## src/rtl/core_pkg.sv

```systemverilog
// Core-wide shared definitions: datapath width, writeback source
// encodings and load funct3 codes used by memory, decode and writeback.
package core_pkg;

   localparam int XLEN = 32;

   localparam logic [1:0] WB_SEL_ALU = 2'd0;
   localparam logic [1:0] WB_SEL_MEM = 2'd1;
   localparam logic [1:0] WB_SEL_PC4 = 2'd2;

   localparam logic [2:0] F3_LB  = 3'b000;
   localparam logic [2:0] F3_LH  = 3'b001;
   localparam logic [2:0] F3_LW  = 3'b010;
   localparam logic [2:0] F3_LBU = 3'b100;
   localparam logic [2:0] F3_LHU = 3'b101;

endpackage

```

## src/rtl/load_align.sv

```systemverilog
// Extracts and extends a byte/halfword/word from a raw data-memory word.
// Purely combinational; shared by writeback and the forwarding path.
module load_align
   import core_pkg::*;
(
   input  logic [31:0] data,
   input  logic [2:0]  funct3,
   input  logic [1:0]  lo,
   output logic [31:0] result
);

   logic [7:0]  byte_v;
   logic [15:0] half_v;

   // pick the addressed byte and halfword lanes (halfword ignores lo[0])
   always_comb begin
      byte_v = data[7:0];
      case (lo)
         2'd0: byte_v = data[7:0];
         2'd1: byte_v = data[15:8];
         2'd2: byte_v = data[23:16];
         2'd3: byte_v = data[31:24];
         default: byte_v = data[7:0];
      endcase
      half_v = lo[1] ? data[31:16] : data[15:0];
   end

   // extend according to load type; unknown codes pass the full word
   always_comb begin
      result = data;
      case (funct3)
         F3_LB:   result = {{24{byte_v[7]}}, byte_v};
         F3_LBU:  result = {24'd0, byte_v};
         F3_LH:   result = {{16{half_v[15]}}, half_v};
         F3_LHU:  result = {16'd0, half_v};
         F3_LW:   result = data;
         default: result = data;
      endcase
   end

endmodule

```

## src/rtl/wb_stage.sv

```systemverilog
// Writeback stage: latches one instruction from the memory stage, selects
// the result source and drives the register-file write port. Stalls the
// pipeline while a load waits for its data response; never writes x0.
//
// state    | meaning
// ---------+-----------------------------------------------------------
// EMPTY    | no instruction held in the writeback register
// READY    | instruction held and its result is available this cycle
// WAIT_LD  | load held, data response not yet arrived; upstream stalls
module wb_stage
   import core_pkg::*;
(
   input  logic        clk,
   input  logic        reset,
   input  logic        m_valid,
   input  logic        m_reg_we,
   input  logic [4:0]  m_rd_addr,
   input  logic [1:0]  m_wb_sel,
   input  logic [31:0] m_alu_result,
   input  logic [31:0] m_pc,
   input  logic [2:0]  m_funct3,
   input  logic        dmem_resp_valid,
   input  logic [31:0] dmem_resp_data,
   output logic        wb_stall,
   output logic        we,
   output logic [4:0]  wb_addr,
   output logic [31:0] wb_data,
   output logic [31:0] instret
);

   localparam logic [1:0] ST_EMPTY   = 2'd0;
   localparam logic [1:0] ST_READY   = 2'd1;
   localparam logic [1:0] ST_WAIT_LD = 2'd2;

   logic        p_valid;
   logic        p_we;
   logic [4:0]  p_rd;
   logic [1:0]  p_sel;
   logic [31:0] p_alu;
   logic [31:0] p_pc4;
   logic [2:0]  p_funct3;
   logic [1:0]  p_lo;
   logic [31:0] instret_q;

   logic [1:0]  state;
   logic        retire;
   logic [31:0] ld_data;
   logic [31:0] result;

   load_align u_load_align (
      .data   (dmem_resp_data),
      .funct3 (p_funct3),
      .lo     (p_lo),
      .result (ld_data)
   );

   // state is derived from the held instruction and the response strobe
   always_comb begin
      state = ST_READY;
      if (!p_valid)
         state = ST_EMPTY;
      else if ((p_sel == WB_SEL_MEM) && !dmem_resp_valid)
         state = ST_WAIT_LD;
   end

   assign wb_stall = (state == ST_WAIT_LD);
   assign retire   = (state == ST_READY);

   // pipeline register; payload only loads on a valid instruction
   always_ff @(posedge clk) begin
      if (reset) begin
         p_valid <= 1'b0;
      end else if (!wb_stall) begin
         p_valid <= m_valid;
         if (m_valid) begin
            p_we     <= m_reg_we;
            p_rd     <= m_rd_addr;
            p_sel    <= m_wb_sel;
            p_alu    <= m_alu_result;
            p_pc4    <= m_pc + 32'd4;
            p_funct3 <= m_funct3;
            p_lo     <= m_alu_result[1:0];
         end
      end
   end

   // result source; the reserved encoding falls back to the ALU value
   always_comb begin
      result = p_alu;
      case (p_sel)
         WB_SEL_MEM: result = ld_data;
         WB_SEL_PC4: result = p_pc4;
         default:    result = p_alu;
      endcase
   end

   assign we      = retire & p_we & (p_rd != 5'd0);
   assign wb_addr = we ? p_rd : 5'd0;
   assign wb_data = we ? result : 32'd0;

   // retired-instruction counter, wraps naturally at 2^32
   always_ff @(posedge clk) begin
      if (reset)
         instret_q <= 32'd0;
      else if (retire)
         instret_q <= instret_q + 32'd1;
   end

   assign instret = instret_q;

endmodule

```

## config.mk

```make
export PLATFORM = sky130hd
export DESIGN_NAME = wb_stage
export DESIGN_NICKNAME = d
export VERILOG_FILES = /design/src/rtl/core_pkg.sv /design/src/rtl/load_align.sv /design/src/rtl/wb_stage.sv
export SDC_FILE = /design/constraint.sdc
export NUM_CORES = 1
export LEC_CHECK = 0
export CORE_ASPECT_RATIO = 1.2
export CORE_MARGIN = 2
export CORE_UTILIZATION = 50
export CTS_CLUSTER_SIZE = 28
export DETAILED_ROUTE_END_ITERATION = 7
export PLACE_DENSITY_LB_ADDON = 0.12
export SYNTH_ARGS = -nofsm -noshare
export SYNTH_HDL_FRONTEND = slang
export SYNTH_SLANG_ARGS = --single-unit
```

## constraint.sdc

```tcl
create_clock -name clk -period 15.5 [get_ports clk]
set_clock_uncertainty 0.15 [all_clocks]
set_input_delay 3.1 -clock clk [delete_from_list [all_inputs] [get_ports clk]]
set_output_delay 3.1 -clock clk [all_outputs]
set_load 0.005 [all_outputs]
```

Word-level counts from Yosys, hierarchy flattened
Index checks and enable logic that the tools add are counted.

word-level totals
  flip-flop bits (word level) = 110
  input bits = 111
  output and inout bits = 71
  logic and storage cells = 39

cells by class
  add/sub/neg operators = 2
  eq/ne operators = 10
  muxes and demuxes = 8
  bitwise logic cells = 4
  reduce and logical (&&, ||, !) cells = 6

operators by type and width
  operator                 count
  $pmux W32 S4             1
  $pmux W32 S2             1
  $add A32 B1 Y32 const B  1
  $add A32 B3 Y32 const B  1
  $mux W32                 1
  $pmux W8 S4              1
  $mux W16                 1
  $eq A2 B2 Y1 const B     4
  $eq A2 B1 Y1 const B     3
  $eq A3 B3 Y1 const B     2
  $mux W5                  1
  $reduce_bool A5 Y1       1
  $mux W2                  2
  $eq A3 B1 Y1 const B     1
  $logic_not A3 Y1         1
  $reduce_and A3 Y1        1
  $and A1 B1 Y1            2
  $logic_not A2 Y1         1
  $not A1 Y1               2
  $logic_and A1 B1 Y1      1
  $logic_not A1 Y1         1

Longest topological paths before layout
Gate-level depths: netlist of the first run.

  word-level depth = 8
  depth in mapped cells = 8
  depth with buffers taken out = 6

Modules after synthesis
A second synthesis of the first run with hierarchy kept.

second synthesis, totals
  cell total of the unflattened synthesis = 623
  area, all modules = 6027.0 um2

modules (own cells, without submodules)
  module      instances  cells each  area each (um2)
  wb_stage    1          512         5358.9
  load_align  1          111         668.1

Least setup slack after synthesis of the first run
No wires, ideal clock.

  kind = input -> register
  start point = in dmem_resp_valid
  end point = reg p_alu[0] (enable)
  setup time = 616 ps
  arrival time = 9075 ps
  data required time = 14734 ps
  slack = 5660 ps
  stages on the path = 4
  path buffers = 1
  cells stage by stage = or2b_2 clkbuf_1 nor2_1 nor3b_1

on the way
  word-level cells in the longest chain between the ends = 7

RTL lines
  element                             line            source
  start, declared                     wb_stage.sv:22  input logic dmem_resp_valid,
  $logic_not A1 Y1                    wb_stage.sv:62  else if ((p_sel == WB_SEL_MEM) && !dmem_resp_valid)
  $logic_and A1 B1 Y1                 wb_stage.sv:62
  $mux W2                             wb_stage.sv:62
  $mux W2                             wb_stage.sv:60  if (!p_valid)
  $eq A2 B2 Y1                        wb_stage.sv:66  assign wb_stall = (state == ST_WAIT_LD);
  net wb_stall                        wb_stage.sv:24  output logic wb_stall,
  $not A1 Y1 (no source line)         --
  $reduce_and A3 Y1 (no source line)  --
  end signal, assigned                wb_stage.sv:79  p_alu <= m_alu_result;
  end, declared                       wb_stage.sv:39  logic [31:0] p_alu;

The timed path passes the listed nets, and every way through them passes these cells.
A chain may end at the register's enable or synchronous reset.

Final worst setup path of the first run
  start point = in dmem_resp_valid
  end point = out wb_data[27]

on the way
  word-level cells in the longest chain between the ends = 8

RTL lines
  element                     line            source
  $logic_not A1 Y1            wb_stage.sv:62
  $logic_and A1 B1 Y1         wb_stage.sv:62
  $mux W2                     wb_stage.sv:62
  $mux W2                     wb_stage.sv:60
  $eq A2 B1 Y1                wb_stage.sv:67  assign retire = (state == ST_READY);
  $and A1 B1 Y1 (2 in a row)  wb_stage.sv:97  assign we = retire & p_we & (p_rd != 5'd0);
  $mux W32                    wb_stage.sv:99  assign wb_data = we ? result : 32'd0;
  end, declared               wb_stage.sv:27  output logic [31:0] wb_data,

No other way between the ends.

==> results of run 1 <==
## cell type report
class | count | area [um2] | share of cell area (%)
Clock inverter | 3 | 22.52 | 0.2776
Clock buffer | 13 | 292.8 | 3.608
Multi-Input combinational cell | 387 | 2656 | 32.74
Timing Repair Buffer | 187 | 1857 | 22.88
Sequential cell | 108 | 2913 | 35.90
Tap cell | 157 | 196.4 | 2.421
Inverter | 47 | 176.4 | 2.174
## sequential cells by signal, indices dropped and copies added, names as in the netlist
signal,cells
p_sel,2
p_alu,32
p_rd,5
p_valid,1
p_pc4,32
instret,32
p_funct3,3
p_we,1
## synth_stat cells, types with 3 or more instances
library cell	n	area, um2
sky130_fd_sc_hd__xnor2_1	12	105.1
sky130_fd_sc_hd__or4_1	8	60.06
sky130_fd_sc_hd__nand2b_1	3	18.77
sky130_fd_sc_hd__a21oi_1	24	120.1
sky130_fd_sc_hd__nand3_1	20	100.1
sky130_fd_sc_hd__a311oi_1	5	43.79
sky130_fd_sc_hd__clkbuf_1	31	116.4
sky130_fd_sc_hd__mux2i_1	9	90.09
sky130_fd_sc_hd__o31ai_1	9	67.56
sky130_fd_sc_hd__and3_1	5	31.28
sky130_fd_sc_hd__and4_1	7	61.31
sky130_fd_sc_hd__o21ai_0	15	75.07
sky130_fd_sc_hd__nor2b_1	20	125.1
sky130_fd_sc_hd__nand4_1	18	112.6
sky130_fd_sc_hd__a221oi_1	41	359.1
sky130_fd_sc_hd__nor2_1	31	116.4
sky130_fd_sc_hd__a21boi_0	6	45.04
sky130_fd_sc_hd__inv_1	47	176.4
sky130_fd_sc_hd__o211ai_1	6	45.04
sky130_fd_sc_hd__xor2_1	24	210.2
sky130_fd_sc_hd__clkbuf_8	3	41.29
sky130_fd_sc_hd__nor3b_1	4	30.03
sky130_fd_sc_hd__dfxtp_1	33	660.6
sky130_fd_sc_hd__nor4_1	19	118.9
sky130_fd_sc_hd__a211oi_1	4	30.03
sky130_fd_sc_hd__or3_1	3	18.77
sky130_fd_sc_hd__a32oi_1	5	43.79
sky130_fd_sc_hd__mux2_2	11	123.9
sky130_fd_sc_hd__and2_1	14	87.58
sky130_fd_sc_hd__nand2_1	29	108.9
sky130_fd_sc_hd__ha_1	4	50.05
sky130_fd_sc_hd__edfxtp_1	75	2252
sky130_fd_sc_hd__nor3_1	10	50.05
## how the worst max path moves through the flow
stage	from	endpoint
floorplan	dmem_resp_valid	p_alu[0]
global placement	dmem_resp_data[31]	wb_data[25]
CTS	dmem_resp_valid	wb_data[25]
finish	dmem_resp_valid	wb_data[27]
global route	dmem_resp_valid	wb_data[25]
detailed placement	dmem_resp_valid	wb_data[25]
## report_power, final
part           leakage (nW)  internal, W  switching [W]
Sequential            0.969     0.000319     0.00000581
Clock                 0.158     0.000134       0.000107
Combinational          1.70    0.0000442      0.0000383
Total                  2.83     0.000498       0.000151
## cell families after synthesis
group / Yosys count / share of synthesized area, %
AND/OR/NAND/NOR: 201 / 19.07
multiplexers: 21 / 3.987
buffers and inverters: 86 / 6.244
AO/OA/AOI/OAI: 125 / 15.42
flip-flops: 108 / 49.11
adder cells (fa/ha/maj): 4 / 0.8439
XOR/XNOR: 36 / 5.316
## per-stage QoR
stage	hold slack, ps	util [%]	worst slack (ps)	std cells	cell area, um2
floorplan	330.4	-	5660	581	5931
global route	395.0	70.15	6802	902	8114
global placement	326.0	67.42	6959	886	7799
finish	356.0	70.15	6898	902	8114
detailed placement	353.9	67.42	6938	886	7799
CTS	363.8	70.15	6938	902	8114
## routing by layer
layer,wire length [um],global-route usage [%],vias up
li1,-,-,2525
met2,8753,46.57,214
met5,0,0,-
met1,7111,35.18,2514
met4,284,9.128,0
met3,1383,5.766,19
## critical path, delay by kind of cell
kind / cells / cell delay (ps)
buffers and inverters: 3 / 1330
and+or+nand+nor: 2 / 520
AOI/OAI and AO/OA: 2 / 380
==> metrics.md, run 1 <==
| Metric | Value |
|---|---|
| Status | finished, final reports clean |
| Worst flop-to-flop path startpoint | p_sel[0] |
| Initial standard-cell utilization of the core | 51.27% |
| TritonCTS buffer count | 9 |
| Biggest fanout along the worst timing path | 33 |
| DRC violations left | 0 |
| Detailed-placement wirelength estimate | 12,710 um |
| Leakage power summed over all cells | 2.827 nW |
| Final Max Slew Viols | 0 |
| Pwr Total | 0.0006490 W |
| Core Rows | 43 |
| Worst reg2reg path endpoint | instret[12] |
| Areal power density over the cells | 79.99 nW/um2 |
| Startpoint type of the worst setup path | input pin |
| Max-cap violation count | 0 |
| Largest vdd supply drop | 0.05783 mV |
| GRT Overall Usage | 27.62% |
| Setup violations, final | 0 |
| Area of the die | 12,750 um2 |
| Post-CTS repair timing setup buffer count | 0 |
| Wire length of the first global-routing pass | 26,850 um |
| Area growth from synthesis to layout | 36.81% |
| Total of fill cells in the finished design | 891 |
| Data arrival time of the critical path | 5350 ps |
| Normalized max-slew margin | 36.42% |
| Number of ports placed on the die boundary | 182 |
| Register-to-register path setup slack | 12,460 ps |
| TNS Setup | 0 ps |
| Cell area after synthesis | 5931 um2 |
| Number of warnings issued by yosys | 0 |
| Initial antenna violation count | 0 |
| Vias | 5,272 |
| Slew at the pin with the worst max-slew slack | 953.7 ps |
| N_diodes | 0 |
| Buffer depth of the longest clock path | 2 |
| Slowest stage delay, CP | 620 ps |
| Final wirelength | 17,530 um |
| Endpoint of the worst hold path | instret[1] |
| Commonest non-fill, non-tap cell in the layout | sky130_fd_sc_hd__clkdlybuf4s50_1 |
| Clock sink count | 108 |
| Total global routing overflow | 0 |
| Commonest cells after routing, fill and taps aside | 181 x sky130_fd_sc_hd__clkdlybuf4s50_1, 75 x sky130_fd_sc_hd__edfxtp_1, 47 x sky130_fd_sc_hd__inv_1 |
| Class of the most critical setup path | input pin to primary output |
| Post-detailed-route count of antenna-violating nets | 0 |
| Minimum clock period after layout | 8602 ps |
| Total of flip-flops plus latches after synthesis | 108 |
| Worst Reg-to-Reg Cells | 5 |
| Slowest cell on the critical path | sky130_fd_sc_hd__clkdlybuf4s50_1 |
| Clock-pin transition on the worst setup and hold timing paths | 70 ps |
| Worst hold path depth | 2 |
| Mean routed wirelength per cell | 19.44 um |
| Post-detailed-route via-to-cell ratio | 5.845 |
| Leading register cell type out of synthesis | sky130_fd_sc_hd__edfxtp_1 |
| Fraction of layout cells with a size suffix above 1 | 5.772% |
| Root Driver | sky130_fd_sc_hd__clkbuf_16 |
| Nets | 855 |
| Die Span X | 103.4 um |
| Initial DRC count | 277 |
| F_max | 116.3 MHz |
| Clock latency on the worst-skew pair | 350 ps |
| Number of global-route vias before repair | 5,060 |
| Critical path cell sequence | clkdlybuf4s50_1 -> or2b_2 -> and3_1 -> o21ai_2 -> buf_4 -> a221oi_1 -> clkdlybuf4s50_1 |
| CTS tree | done |
| Maximum number of pins on one net before global-route repair | 76 |
| Most numerous cell on the critical path | sky130_fd_sc_hd__clkdlybuf4s50_1 |
| Syn_area_per_cell | 10.21 um2 |
| Number of enable flip-flop cells after synthesis | 75 |
| Hold bufs inserted after CTS | 0 |
| Buffers added on ports | 181 |
| Data required time of the worst path | 12,250 ps |
| Mapped Nets | 696 |
| Hold Path Class | register to register |
| Number of failing hold endpoints at the final stage | 0 |
| CTS HTree Levels | 3 |
| Element type at the critical path end | primary output |
| Core Region | 11,570 um2 |
| Ys async rst share | 0% |
| Length of the first detailed-routing pass in iterations | 4 |
| Count of mapped cells out of synthesis | 581 |
| Unrepaired setup endpoints after global routing | no |
| Unique cell type count in the Yosys netlist | 57 |
| Hold Path Origin | instret[1] |
| Resized Gates After CTS | 0 |
| Final period util | 55.49% |
| Final RePlAce weighted congestion | 0.8792 |
| Die Height | 123.3 um |
| Post-synthesis sequential area ratio | 49.11% |
(Power assumes the default switching activity.)
==> inputs of run 2 (changes only) <==
CORE_UTILIZATION = 43   (was 50)
clock period = 7.1 ns   (was 15.5 ns; I/O delays follow)
==> run 2 against run 1 <==
Hold slack better by 13 ps. Cell area fell by 0.25%. Combinational power up 120%. Via count is 0.82% higher. Worst setup slack got worse by 5200 ps. Count of clock-buffer cells in the layout down 4. Sequential power grew 120%. Clock power grew 100%. Critical path type unchanged. Global-route usage fell by 4.4 points. Sequential share of layout area is 0.089 points higher. Highest routed layer unchanged. Critical path depth shrank 1.
==> metrics.md, run 2 (same netlist as run 1, synthesis figures left out) <==
| Metric | Value |
|---|---|
| Status | finished, final reports clean |
| N_diodes | 0 |
| Clock sink count | 108 |
| Normalized max-slew margin | 29.87% |
| Total global routing overflow | 0 |
| Vias | 5,315 |
| Core Region | 13,640 um2 |
| Detailed-placement wirelength estimate | 12,830 um |
| Areal power density over the cells | 170.5 nW/um2 |
| Setup violations, final | 0 |
| Slew at the pin with the worst max-slew slack | 1052 ps |
| Pwr Total | 0.001380 W |
| Maximum number of pins on one net before global-route repair | 76 |
| Placement-stage cell area | 7810 um2 |
| Data arrival time of the critical path | 3820 ps |
| Clock latency on the worst-skew pair | 350 ps |
| Post-detailed-route count of antenna-violating nets | 0 |
| Final wirelength | 17,510 um |
| Max-cap violation count | 0 |
| Number of failing hold endpoints at the final stage | 0 |
| Commonest cells after routing, fill and taps aside | 181 x sky130_fd_sc_hd__clkdlybuf4s50_1, 75 x sky130_fd_sc_hd__edfxtp_1, 47 x sky130_fd_sc_hd__inv_1 |
| Post-detailed-route via-to-cell ratio | 5.815 |
| Length of the first detailed-routing pass in iterations | 7 |
| Die Span X | 111.2 um |
| Number of ports placed on the die boundary | 182 |
| Largest vdd supply drop | 0.1405 mV |
| Initial standard-cell utilization of the core | 43.47% |
| Initial antenna violation count | 0 |
| Nets | 853 |
| Die Height | 132.7 um |
| Startpoint type of the worst setup path | input pin |
| TNS Setup | 0 ps |
| TritonCTS buffer count | 9 |
| Post-CTS repair timing setup buffer count | 0 |
| CTS HTree Levels | 3 |
| Wire length of the first global-routing pass | 27,300 um |
| Minimum clock period after layout | 5393 ps |
| Biggest fanout along the worst timing path | 5 |
| Register-to-register path setup slack | 4080 ps |
| Clock-pin transition on the worst setup and hold timing paths | 80 ps |
| Element type at the critical path end | primary output |
| Final hold slack | 368.6 ps |
| CTS tree | done |
| Buffer depth of the longest clock path | 2 |
| Hold bufs inserted after CTS | 0 |
| Data required time of the worst path | 5530 ps |
| Area growth from synthesis to layout | 36.48% |
| Number of global-route vias before repair | 5,218 |
| Final design area excluding fillers | 8094 um2 |
| Final period util | 75.96% |
| Class of the most critical setup path | input pin to primary output |
| DRC violations left | 0 |
| Root Driver | sky130_fd_sc_hd__clkbuf_16 |
| Fraction of layout cells with a size suffix above 1 | 5.787% |
| GRT Overall Usage | 23.19% |
| Final Max Slew Viols | 0 |
| Area of the die | 14,750 um2 |
| F_max | 185.4 MHz |
| Commonest non-fill, non-tap cell in the layout | sky130_fd_sc_hd__clkdlybuf4s50_1 |
| Resized Gates After CTS | 0 |
| Mean routed wirelength per cell | 19.15 um |
| Unrepaired setup endpoints after global routing | no |
| Hold Path Class | register to register |
| Leakage power summed over all cells | 2.791 nW |
| Core Rows | 47 |
| Initial DRC count | 400 |
| Buffers added on ports | 181 |
| Final RePlAce weighted congestion | 0.9057 |
| Total of fill cells in the finished design | 1,209 |
==> run 2: changes by cell type in the layout (fill, tap and decap cells not counted), sizes merged <==
cell      before  now
inv           49   50
buf            6    4
clkinvlp       0    2
clkinv         1    2
clkbuf        13    9
==> run 2: area by class of cell <==
type	count	area (um2)	share of cell area, %
timing repair buffer	185	1842	22.75
inverter	47	176.4	2.180
tap	171	214.0	2.643
sequential	108	2913	35.99
clock buffer	9	225.2	2.783
multi-input combinational	387	2665	32.93
clock inverter	7	58.81	0.7265
==> run 2: critical path, cell delays in order <==
cell,delay [ps]
sky130_fd_sc_hd__clkdlybuf4s50_1,490
sky130_fd_sc_hd__mux4_2,540
sky130_fd_sc_hd__nor2b_1,170
sky130_fd_sc_hd__o311ai_0,510
sky130_fd_sc_hd__a221oi_1,170
sky130_fd_sc_hd__clkdlybuf4s50_1,510
==> run 2: power by group <==
| group | internal [W] | total [W] | switching [W] |
|---|---|---|---|
| registers | 0.000696 | 0.000708 | 0.0000119 |
| logic | 0.0000970 | 0.000183 | 0.0000855 |
| clock network | 0.000244 | 0.000489 | 0.000246 |
| total | 0.00104 | 0.00138 | 0.000343 |
==> run 2: path summary, 6_finish.rpt <==
path                     startpoint           to  depth (start not counted)
setup / recovery  dmem_resp_data[7]  wb_data[14]                          6
hold / removal           instret[1]   instret[1]                          2
setup reg to reg           p_sel[0]  instret[30]                          5
hold reg to reg          instret[1]   instret[1]                          2
==> run 2: layer usage <==
metal | vias to the layer above | track usage (%) | wire length [um]
met5 | - | 0 | 0
met3 | 39 | 6.276 | 1232
li1 | 2516 | - | -
met1 | 2541 | 27.66 | 6956
met2 | 219 | 39.77 | 8709
met4 | 0 | 9.328 | 609
==> run 2: through the flow <==
stage	cells	util [%]	worst slack, ps
after floorplan	581	-	1613
after global placement	898	57.25	1754
after detailed placement	898	57.25	1720
after CTS	914	59.33	1723
after global routing	914	59.33	1548
final	914	59.33	1707
==> inputs of run 3 (changes only) <==
CORE_UTILIZATION = 48   (was 43)
clock period = 5.1 ns   (was 7.1 ns; I/O delays follow)
==> run 3 against run 2 <==
Non-clock buffer count grew 5. Clock power grew 40%. Worst setup slack lost 1100 ps. Cell area grew 0.29%. Count of clock-buffer cells in the layout grew 2. Final cell count shrank 0.55%. Critical path depth grew 1. Total power grew 39%.
==> metrics.md, run 3 (same netlist as run 1, synthesis figures left out) <==
| Metric | Value |
|---|---|
| Initial DRC count | 396 |
| Initial standard-cell utilization of the core | 49.19% |
| Area occupied by registers | 2913 um2 |
| CTS tree | done |
| Total global routing overflow | 0 |
| F_max | 223.0 MHz |
| Slew at the pin with the worst max-slew slack | 974.2 ps |
| Root Driver | sky130_fd_sc_hd__clkbuf_16 |
| Buffers added on ports | 181 |
| Clock latency on the worst-skew pair | 350 ps |
| Core Region | 12,060 um2 |
| Net switching power figure | 0.0004643 W |
| Internal power contribution | 0.001461 W |
| Total of fill cells in the finished design | 945 |
| Class of the most critical setup path | input pin to primary output |
| Buffer depth of the longest clock path | 2 |
| Status | finished, final reports clean |
| Clock-pin transition on the worst setup and hold timing paths | 70 ps |
| Wire length of the first global-routing pass | 27,350 um |
| Maximum number of pins on one net before global-route repair | 76 |
| Final wirelength | 17,400 um |
| Post-detailed-route via-to-cell ratio | 5.815 |
| Final hold slack | 360.1 ps |
| Final RePlAce weighted congestion | 0.8967 |
| Number of ports placed on the die boundary | 182 |
| TritonCTS buffer count | 9 |
| Placement-stage cell area | 7833 um2 |
| Clock sink count | 108 |
| Hold bufs inserted after CTS | 0 |
| Element type at the critical path end | primary output |
| Highest Signal Layer | met4 |
| Minimum clock period after layout | 4484 ps |
| Sequential fraction of design power | 51.2% |
| Die Span X | 105.5 um |
| Area of the die | 13,260 um2 |
| Vias | 5,286 |
| Post-detailed-route count of antenna-violating nets | 0 |
| Area growth from synthesis to layout | 36.88% |
| Combinational fraction of design power | 13.3% |
| Data arrival time of the critical path | 3310 ps |
| Commonest non-fill, non-tap cell in the layout | sky130_fd_sc_hd__clkdlybuf4s50_1 |
| Commonest cells after routing, fill and taps aside | 181 x sky130_fd_sc_hd__clkdlybuf4s50_1, 75 x sky130_fd_sc_hd__edfxtp_1, 47 x sky130_fd_sc_hd__inv_1 |
| Multi-input gate area | 2663 um2 |
| GRT Overall Usage | 25.95% |
| Core Rows | 44 |
| Setup violations, final | 0 |
| TNS Setup | 0 ps |
| Number of failing hold endpoints at the final stage | 0 |
| Final Max Slew Viols | 0 |
| Resized Gates After CTS | 0 |
| Fraction of layout cells with a size suffix above 1 | 6.283% |
| Areal power density over the cells | 237.1 nW/um2 |
| Switching power share of the total | 24.12% |
| Nets | 858 |
| Max-cap violation count | 0 |
| Biggest fanout along the worst timing path | 33 |
| DRC violations left | 0 |
| Detailed-placement wirelength estimate | 12,670 um |
| WL met2 | 8747 um |
| CTS HTree Levels | 3 |
| Normalized max-slew margin | 35.05% |
| Met3 routed WL | 1302 um |
| Total routed wire length on the met1 layer | 7064 um |
| Largest vdd supply drop | 0.1445 mV |
| Number of global-route vias before repair | 5,091 |
| Clk pwr share | 35.6% |
| Initial antenna violation count | 0 |
| Length of the first detailed-routing pass in iterations | 5 |
| N_diodes | 0 |
| Hold Path Class | register to register |
| Post-CTS repair timing setup buffer count | 0 |
| Unrepaired setup endpoints after global routing | no |
| Final period util | 87.92% |
| Leakage power summed over all cells | 2.828 nW |
| Die Height | 125.8 um |
| Final design area excluding fillers | 8118 um2 |
| Data required time of the worst path | 3930 ps |
| Startpoint type of the worst setup path | input pin |
| Mean routed wirelength per cell | 19.14 um |
-- run 3: cell type report --
class / instances / area share (%)
clock buffer: 11 / 3.006
clock inverter: 5 / 0.5086
inverter: 47 / 2.173
multi-input combinational: 387 / 32.80
sequential: 108 / 35.88
tap: 161 / 2.482
timing repair buffer: 190 / 23.15
-- run 3: path summary, 6_finish.rpt --
path / slack (ps) / cells past startpoint / endpoint / start
setup / recovery: 620 / 7 / wb_data[6] / dmem_resp_valid
hold / removal: 360 / 2 / instret[1] / instret[1]
setup reg to reg: 2410 / 5 / instret[12] / p_sel[0]
hold reg to reg: 360 / 2 / instret[1] / instret[1]
-- run 3: layer usage --
metal  track usage [%]  vias to the layer above
met2             44.86                      210
met4             6.824                        0
li1                  -                     2527
met1             32.75                     2524
met5                 0                        -
met3             5.849                       25
-- run 3: worst max-delay path, cell delays in order --
cell and delay (ps):
sky130_fd_sc_hd__clkdlybuf4s50_1 450, sky130_fd_sc_hd__or2b_2 240, sky130_fd_sc_hd__and3_1 290, sky130_fd_sc_hd__o21ai_2 70, sky130_fd_sc_hd__buf_4 250, sky130_fd_sc_hd__a211oi_1 390, sky130_fd_sc_hd__clkdlybuf4s50_1 600
-- run 3: through the flow --
step | setup slack [ps] | cells | util (%) | power, W
2_1_floorplan | 13.07 | 581 | - | 0.001106
3_3_place_gp | 684.9 | 893 | 64.96 | 0.001253
3_5_place_dp | 663.6 | 893 | 64.96 | 0.001257
4_1_cts | 652.9 | 909 | 67.33 | 0.001930
5_1_grt | 510.4 | 909 | 67.33 | 0.001986
6_report | 615.8 | 909 | 67.33 | 0.001925
-- run 3: power by group through the flow --
stage / Sequential (W) / Clock [W] / Combinational (W)
detailed placement: 0.00100 / 0 / 0.000253
finish: 0.000985 / 0.000685 / 0.000255
global route: 0.000988 / 0.000724 / 0.000275
floorplan: 0.000999 / 0 / 0.000107
global placement: 0.00100 / 0 / 0.000249
CTS: 0.000985 / 0.000690 / 0.000255
